`src/rtl/riscv16_ctrl_pkg.sv`:
```
// Shared control definitions for the RISCV16 pipeline sequencing logic.
package riscv16_ctrl_pkg;

  localparam int unsigned REG_ADDR_W = 4;
  localparam int unsigned STATE_W    = 2;
  localparam int unsigned STALL_W    = 16;

  typedef logic [STATE_W-1:0]    state_t;
  typedef logic [REG_ADDR_W-1:0] reg_addr_t;

  localparam state_t    ST_RUN      = 2'd0;
  localparam state_t    ST_MEM_WAIT = 2'd1;
  localparam state_t    ST_ERR      = 2'd2;
  localparam reg_addr_t REG_ZERO    = 4'd0;

  // Pipeline register enables/flushes driven by the hazard controller.
  typedef struct packed {
    logic pc_write;
    logic ifid_write;
    logic ifid_flush;
    logic idex_flush;
    logic exmem_write;
    logic memwb_bubble;
  } ctrl_t;

  localparam ctrl_t CTRL_NORMAL  = '{1'b1, 1'b1, 1'b0, 1'b0, 1'b1, 1'b0};
  localparam ctrl_t CTRL_FREEZE  = '{1'b0, 1'b0, 1'b0, 1'b0, 1'b0, 1'b1};
  localparam ctrl_t CTRL_BRANCH  = '{1'b1, 1'b1, 1'b1, 1'b1, 1'b1, 1'b0};
  localparam ctrl_t CTRL_LOADUSE = '{1'b0, 1'b0, 1'b0, 1'b1, 1'b1, 1'b0};
  localparam ctrl_t CTRL_RESET   = '{1'b0, 1'b0, 1'b1, 1'b1, 1'b0, 1'b1};

  // A load in EX whose destination is read by the instruction in ID.
  function automatic logic load_use_hazard(
    input logic      mem_read,
    input reg_addr_t rd,
    input reg_addr_t rs1,
    input reg_addr_t rs2,
    input logic      use_rs2
  );
    return mem_read && (rd != REG_ZERO) &&
           ((rd == rs1) || (use_rs2 && (rd == rs2)));
  endfunction

endpackage

```
`src/rtl/mem_wait_timer.sv`:
```
// Counts consecutive data-memory freeze cycles and flags the timeout limit.
module mem_wait_timer #(
  parameter int unsigned MEM_TIMEOUT = 64
) (
  input  logic clk,
  input  logic rst,
  input  logic load,
  input  logic inc,
  output logic expired
);

  localparam int unsigned TW = $clog2(MEM_TIMEOUT + 1);

  logic [TW-1:0] cnt;

  // Load 1 on wait entry, count up while the freeze persists; never wraps.
  always_ff @(posedge clk) begin
    if (rst) begin
      cnt <= '0;
    end else if (load) begin
      cnt <= TW'(1);
    end else if (inc && (cnt != '1)) begin
      cnt <= cnt + TW'(1);
    end
  end

  assign expired = (cnt == TW'(MEM_TIMEOUT));

endmodule

```
`src/rtl/hazard_ctrl.sv`:
```
// Pipeline sequencing: load-use bubbles, branch flushes, memory freeze and timeout.
module hazard_ctrl
  import riscv16_ctrl_pkg::*;
#(
  parameter int unsigned MEM_TIMEOUT = 64
) (
  input  logic                  clk,
  input  logic                  rst,
  input  logic [REG_ADDR_W-1:0] IFID_RS1,
  input  logic [REG_ADDR_W-1:0] IFID_RS2,
  input  logic                  IFID_useRS2,
  input  logic [REG_ADDR_W-1:0] IDEX_RD,
  input  logic                  IDEX_memRead,
  input  logic                  EX_branchTaken,
  input  logic                  EXMEM_memReq,
  input  logic                  dmem_ready,
  output logic                  pc_write,
  output logic                  IFID_write,
  output logic                  IFID_flush,
  output logic                  IDEX_flush,
  output logic                  EXMEM_write,
  output logic                  MEMWB_bubble,
  output logic [STALL_W-1:0]    stall_count,
  output logic                  mem_timeout
);

  state_t state_q;
  state_t state_d;
  ctrl_t  ctrl;
  logic   freeze;
  logic   loaduse;
  logic   timer_load;
  logic   timer_inc;
  logic   timer_expired;

  assign freeze  = EXMEM_memReq && !dmem_ready;
  assign loaduse = load_use_hazard(IDEX_memRead, IDEX_RD, IFID_RS1, IFID_RS2, IFID_useRS2);

  assign timer_load = !rst && (state_q == ST_RUN) && freeze;
  assign timer_inc  = !rst && (state_q == ST_MEM_WAIT) && freeze;

  mem_wait_timer #(
    .MEM_TIMEOUT (MEM_TIMEOUT)
  ) u_timer (
    .clk     (clk),
    .rst     (rst),
    .load    (timer_load),
    .inc     (timer_inc),
    .expired (timer_expired)
  );

  // State register.
  always_ff @(posedge clk) begin
    if (rst) begin
      state_q <= ST_RUN;
    end else begin
      state_q <= state_d;
    end
  end

  // Next-state logic; ERR is only left through reset.
  always_comb begin
    state_d = state_q;
    case (state_q)
      ST_RUN: begin
        if (freeze) state_d = ST_MEM_WAIT;
      end
      ST_MEM_WAIT: begin
        if (!freeze)           state_d = ST_RUN;
        else if (timer_expired) state_d = ST_ERR;
      end
      ST_ERR:  state_d = ST_ERR;
      default: state_d = ST_RUN;
    endcase
  end

  // Output mux: reset, then freeze/ERR, then branch, then load-use, then normal.
  always_comb begin
    ctrl = CTRL_NORMAL;
    if (rst) begin
      ctrl = CTRL_RESET;
    end else if (state_q == ST_ERR) begin
      ctrl = CTRL_FREEZE;
    end else if (freeze) begin
      ctrl = CTRL_FREEZE;
    end else if (EX_branchTaken) begin
      ctrl = CTRL_BRANCH;
    end else if (loaduse) begin
      ctrl = CTRL_LOADUSE;
    end
  end

  assign pc_write     = ctrl.pc_write;
  assign IFID_write   = ctrl.ifid_write;
  assign IFID_flush   = ctrl.ifid_flush;
  assign IDEX_flush   = ctrl.idex_flush;
  assign EXMEM_write  = ctrl.exmem_write;
  assign MEMWB_bubble = ctrl.memwb_bubble;

  // Saturating stall counter; cycles spent in ERR are not counted.
  always_ff @(posedge clk) begin
    if (rst) begin
      stall_count <= '0;
    end else if ((state_q != ST_ERR) && !ctrl.pc_write && (stall_count != '1)) begin
      stall_count <= stall_count + STALL_W'(1);
    end
  end

  // Sticky timeout flag, raised the cycle after ERR is reached.
  always_ff @(posedge clk) begin
    if (rst) begin
      mem_timeout <= 1'b0;
    end else if (state_q == ST_ERR) begin
      mem_timeout <= 1'b1;
    end
  end

endmodule

```
`config.mk`:
```
export PLATFORM = sky130hd
export DESIGN_NAME = hazard_ctrl
export DESIGN_NICKNAME = d
export VERILOG_FILES = /design/src/rtl/riscv16_ctrl_pkg.sv /design/src/rtl/mem_wait_timer.sv /design/src/rtl/hazard_ctrl.sv
export SDC_FILE = /design/constraint.sdc
export NUM_CORES = 1
export LEC_CHECK = 0
export ABC_CLOCK_PERIOD_IN_PS = 2650
export BUFFER_PORTS_ARGS = -buffer_cell sky130_fd_sc_hd__buf_2
export CAP_MARGIN = 40
export CORE_MARGIN = 1
export CORE_UTILIZATION = 51
export CTS_CLUSTER_DIAMETER = 60
export CTS_CLUSTER_SIZE = 10
export DETAILED_ROUTE_END_ITERATION = 8
export GPL_TIMING_DRIVEN = 0
export PLACE_DENSITY = 0.79
export SYNTH_ARGS = -nofsm -noshare
export SYNTH_HDL_FRONTEND = slang
export SYNTH_SLANG_ARGS = --single-unit
```
`constraint.sdc`:
```
create_clock -name clk -period 2.65 [get_ports clk]
set_input_delay 0 -clock clk [delete_from_list [all_inputs] [get_ports clk]]
set_output_delay 0 -clock clk [all_outputs]
set_load 0.01 [all_outputs]
```
==> metrics list <==
- Net count after synthesis: 197
- Global route overflow: 0
* Synthesized-area fraction occupied by ao, oa, aoi and oai cells: about 17%
- In this run, synthesis produced a sequential element count of 26.
- Routed length per instance: ~13 um
- Setup Skew: roughly 3.9 ps
- The library cell used most frequently in the layout, excluding fill and tap cells, is sky130_fd_sc_hd__buf_2.
- Of the total synthesized cell area, the portion taken by XOR and XNOR cells is between 7 and 8%.
- CTS Buf Count: 3
* Ports: 42
- After clock tree synthesis, the clock-pin slew on the worst setup and hold paths is about 140 ps.
* Portion of the post-synthesis area used by sequential elements: 36.2%
- From left edge to right edge, the die measures 55.1 um.
* Crit end category: primary output
- Among all flip-flop cells after synthesis, the most frequent one is sky130_fd_sc_hd__dfxtp_1.
- Largest net degree at the start of global routing: 15
- In this run the worst path has a maximum fanout of 11.
- Die Ht: about 55 um
- CTS Root Cell: sky130_fd_sc_hd__clkbuf_4
- Drt total wl: roughly 3400 um
- For this run, the share of the core covered by cells in the final layout is 66.7%.
* CTS H-tree depth: 1
* Timing startpoint of the critical path: state_q[0]
- Number of cells produced by synthesis: between 150 and 200
- After the first detailed-routing iteration, the DRC count stood at 29.
- Main area contributors after synthesis: sky130_fd_sc_hd__dfxtp_1 (36%), sky130_fd_sc_hd__nor2_1 (5.2%), sky130_fd_sc_hd__a21oi_1 (4.9%)
- Largest family of logic cells by synthesized area: simple AND/OR/NAND/NOR gates
* Headroom to the max-slew limit: roughly 65%
* Total Routing Usage GR: between 20% and 30%
- The layout has roughly 240 filler cells.
- Initial core utilization: between 50 and 60%
- Fraction of layout instances using a drive strength above 1: between 20% and 30%
- Number of hold violations in the final report: 0
- Placeable Area: 2570 um^2
- For the worst-skew pair, the clock arrives at the later sink with an insertion delay of between 300 and 400 ps.
* Routability cong.: between 0.7 and 0.8
- Fraction of synthesized area in multiplexers: between 2 and 2.5%
* Fraction of synthesis flops using an asynchronous set or reset pin: 0%
- Max-cap violations in this run came to 0.
- Highest-delay cell along the critical path: sky130_fd_sc_hd__dfxtp_1
- In this design, the stage delay of the slowest critical-path cell is 410 ps.
- Crit path required time: around 2700 ps
- Static timing analysis puts the maximum clock frequency at approximately 0.44 GHz.
* Number of antenna violations at the first check in global routing: 0
- Share of Yosys cell area claimed by the top area cell type: approximately 36%
- After clock tree synthesis, the repair step resized 0 gates.
- Number of buffers inserted by post-CTS setup repair: 0
- Ordered list of cells on the worst path: nand2b_1 -> nand2_1 -> nor2_1 -> o31a_1 -> buf_6 -> clkbuf_1 -> buf_4 -> buf_2
- FF-to-FF setup slack: 420 ps
* Number of global-route vias before repair: 1253
- Startpoint Class: flop
- Port buffer count: 40
* Last element of the critical path: pc_write
* HPWL reported at the end of detailed placement: roughly 2500 um
* Adder-cell area share of the yosys netlist: about 2.6%
* R2r startpoint: stall_count[0]
* Overall die area: roughly 3000 um^2
* Yosys synthesis warning count: 0
* Overall via count from detail_route: between 1000 and 1500
- Post-route clock period utilization: 85.8%
- Unrepaired setup endpoints after global routing: false
- Global-route wire length before repair: 5100 um
* Pwr dens: between 400 and 500 nW/um^2
- Fin. max-slew vios: 0
- Total of hold buffers inserted after clock tree synthesis: 0
- Standard-cell rows: 18
* Final ANT Viol Nets: 0
- The clock passes through at most 2 buffers.
- In this run the critical register-to-register path is captured at stall_count[6].
- For the worst setup path, the data arrival time is about 2300 ps.
* Maximum resistive drop on vdd: ~240 uV
* Worst Reg2Reg Path Length in Cells: 7
- At the pin with the least slew margin, the transition time is roughly 530 ps.
- Number of flops mapped to enable cells by yosys: 0
* Area growth syn-to-layout: 19.0%
- Start-to-end type of the worst setup path: reg -> out
* HP Class: in -> reg
- TritonCTS clock tree: built
- The average instance in the mapped netlist occupies 8.22 um^2.
* Count of endpoints failing setup in the final report: 0
- Commonest non-fill, non-tap cells in the layout: sky130_fd_sc_hd__buf_2 (40), sky130_fd_sc_hd__dfxtp_1 (26), sky130_fd_sc_hd__nor2_1 (20), sky130_fd_sc_hd__a21oi_1 (14), sky130_fd_sc_hd__inv_1 (9)
- Via density per instance: approximately 5.9
* Leakage Power: between 0.6 and 0.7 nW
- Antenna Diode Count: 0
- Cell type with the highest aggregate area in the netlist: sky130_fd_sc_hd__dfxtp_1
* Cell variety after synth: 38
- Total negative slack: 0 ps
- For this run, the post-layout net count is around 240.
- Sink count of the clock tree: 26
- Before antenna repair, the detailed router went through 4 iterations.
- Fin worst setup slack: between 300 and 400 ps
* Result of the run: completed
* Min Tclk post-route: ~2300 ps
- Before CTS, the worst setup slack after placement is 472 ps.
- The synthesized netlist devotes 28.3% of its cell area to simple gates.
- Summing every instance area after synthesis gives between 1000 and 1500 um^2.
* DRC errors left: 0
==> registers in the layout (all words and copies together) (netlist names) <==
register,flops
u_timer.cnt,7
mem_timeout,1
state_q,2
stall_count,16
==> layer usage <==
layer / wire length, um / global-route usage (%)
met5: 0 / 0
met4: 15 / 5.83
met3: 235 / 2.73
met2: 1520 / 40.6
met1: 1580 / 29.5
==> worst min path at each step <==
| stage | startpoint | cells past startpoint | slack [ps] | endpoint |
|---|---|---|---|---|
| detailed placement | EX_branchTaken | 3 | 360 | IFID_flush |
| finish | EXMEM_memReq | 4 | 140 | state_q[0] |
| floorplan | EX_branchTaken | 1 | 160 | IFID_flush |
| CTS | EXMEM_memReq | 4 | 140 | state_q[0] |
| global placement | EX_branchTaken | 3 | 350 | IFID_flush |
| global route | EXMEM_memReq | 4 | 170 | state_q[0] |
==> power by group <==
| group | switching, mW | internal [mW] | total (mW) |
|---|---|---|---|
| sequential | 0.00548 | 0.396 | 0.402 |
| clock | 0.114 | 0.0838 | 0.198 |
| combinational | 0.0517 | 0.0409 | 0.0926 |
==> cell families (layout without fill, tap and decap cells) <==
logic type / after synthesis / count (layout)
DFF: 26 / 26
AOI/OAI and AO/OA: 38 / 38
muxes: 3 / 3
xor gates and xnor gates: 13 / 13
adders and majority gates: 3 / 3
buffers and inverters: 17 / 61
and+or+nand+nor: 75 / 75
==> synthesized netlist by cell type (5+ instances only) <==
cell type	instances
sky130_fd_sc_hd__nor3_1	5
sky130_fd_sc_hd__o31ai_1	6
sky130_fd_sc_hd__nand4_1	5
sky130_fd_sc_hd__o21ai_0	5
sky130_fd_sc_hd__or4_1	6
sky130_fd_sc_hd__xor2_1	8
sky130_fd_sc_hd__nor2b_1	5
sky130_fd_sc_hd__nor2_1	20
sky130_fd_sc_hd__inv_1	9
sky130_fd_sc_hd__xnor2_1	5
sky130_fd_sc_hd__nand3_1	7
sky130_fd_sc_hd__clkbuf_1	5
sky130_fd_sc_hd__dfxtp_1	26
sky130_fd_sc_hd__or3_1	5
sky130_fd_sc_hd__a21oi_1	14
sky130_fd_sc_hd__nand2_1	7
==> critical path, delay by kind of cell (launching register included) <==
kind                   cells  cell delay (ps)
buffers and inverters      4              810
DFF                        1              410
AOI/OAI and AO/OA          1              200
and+or+nand+nor            3              530
==> per-stage QoR <==
stage          hold slack [ps]  instance area, um^2  power [mW]  std cells
2_1_floorplan              159                 1440       0.464        175
3_3_place_gp               354                 1680       0.499        245
3_5_place_dp               356                 1680       0.503        245
4_1_cts                    136                 1710       0.697        249
5_1_grt                    168                 1710       0.726        249
6_report                   140                 1710       0.692        249
==> layout make-up <==
cell class / instances / area (um^2) / share of cell area, %
sequential: 26 / 520 / 30.4
buffer: 8 / 41.3 / 2.41
tap: 30 / 37.5 / 2.19
inverter: 9 / 33.8 / 1.97
clock buffer: 4 / 36.3 / 2.12
multi-input combinational: 132 / 843 / 49.2
timing repair buffer: 40 / 200 / 11.7
No activity file was read; power rests on OpenSTA's default activity.
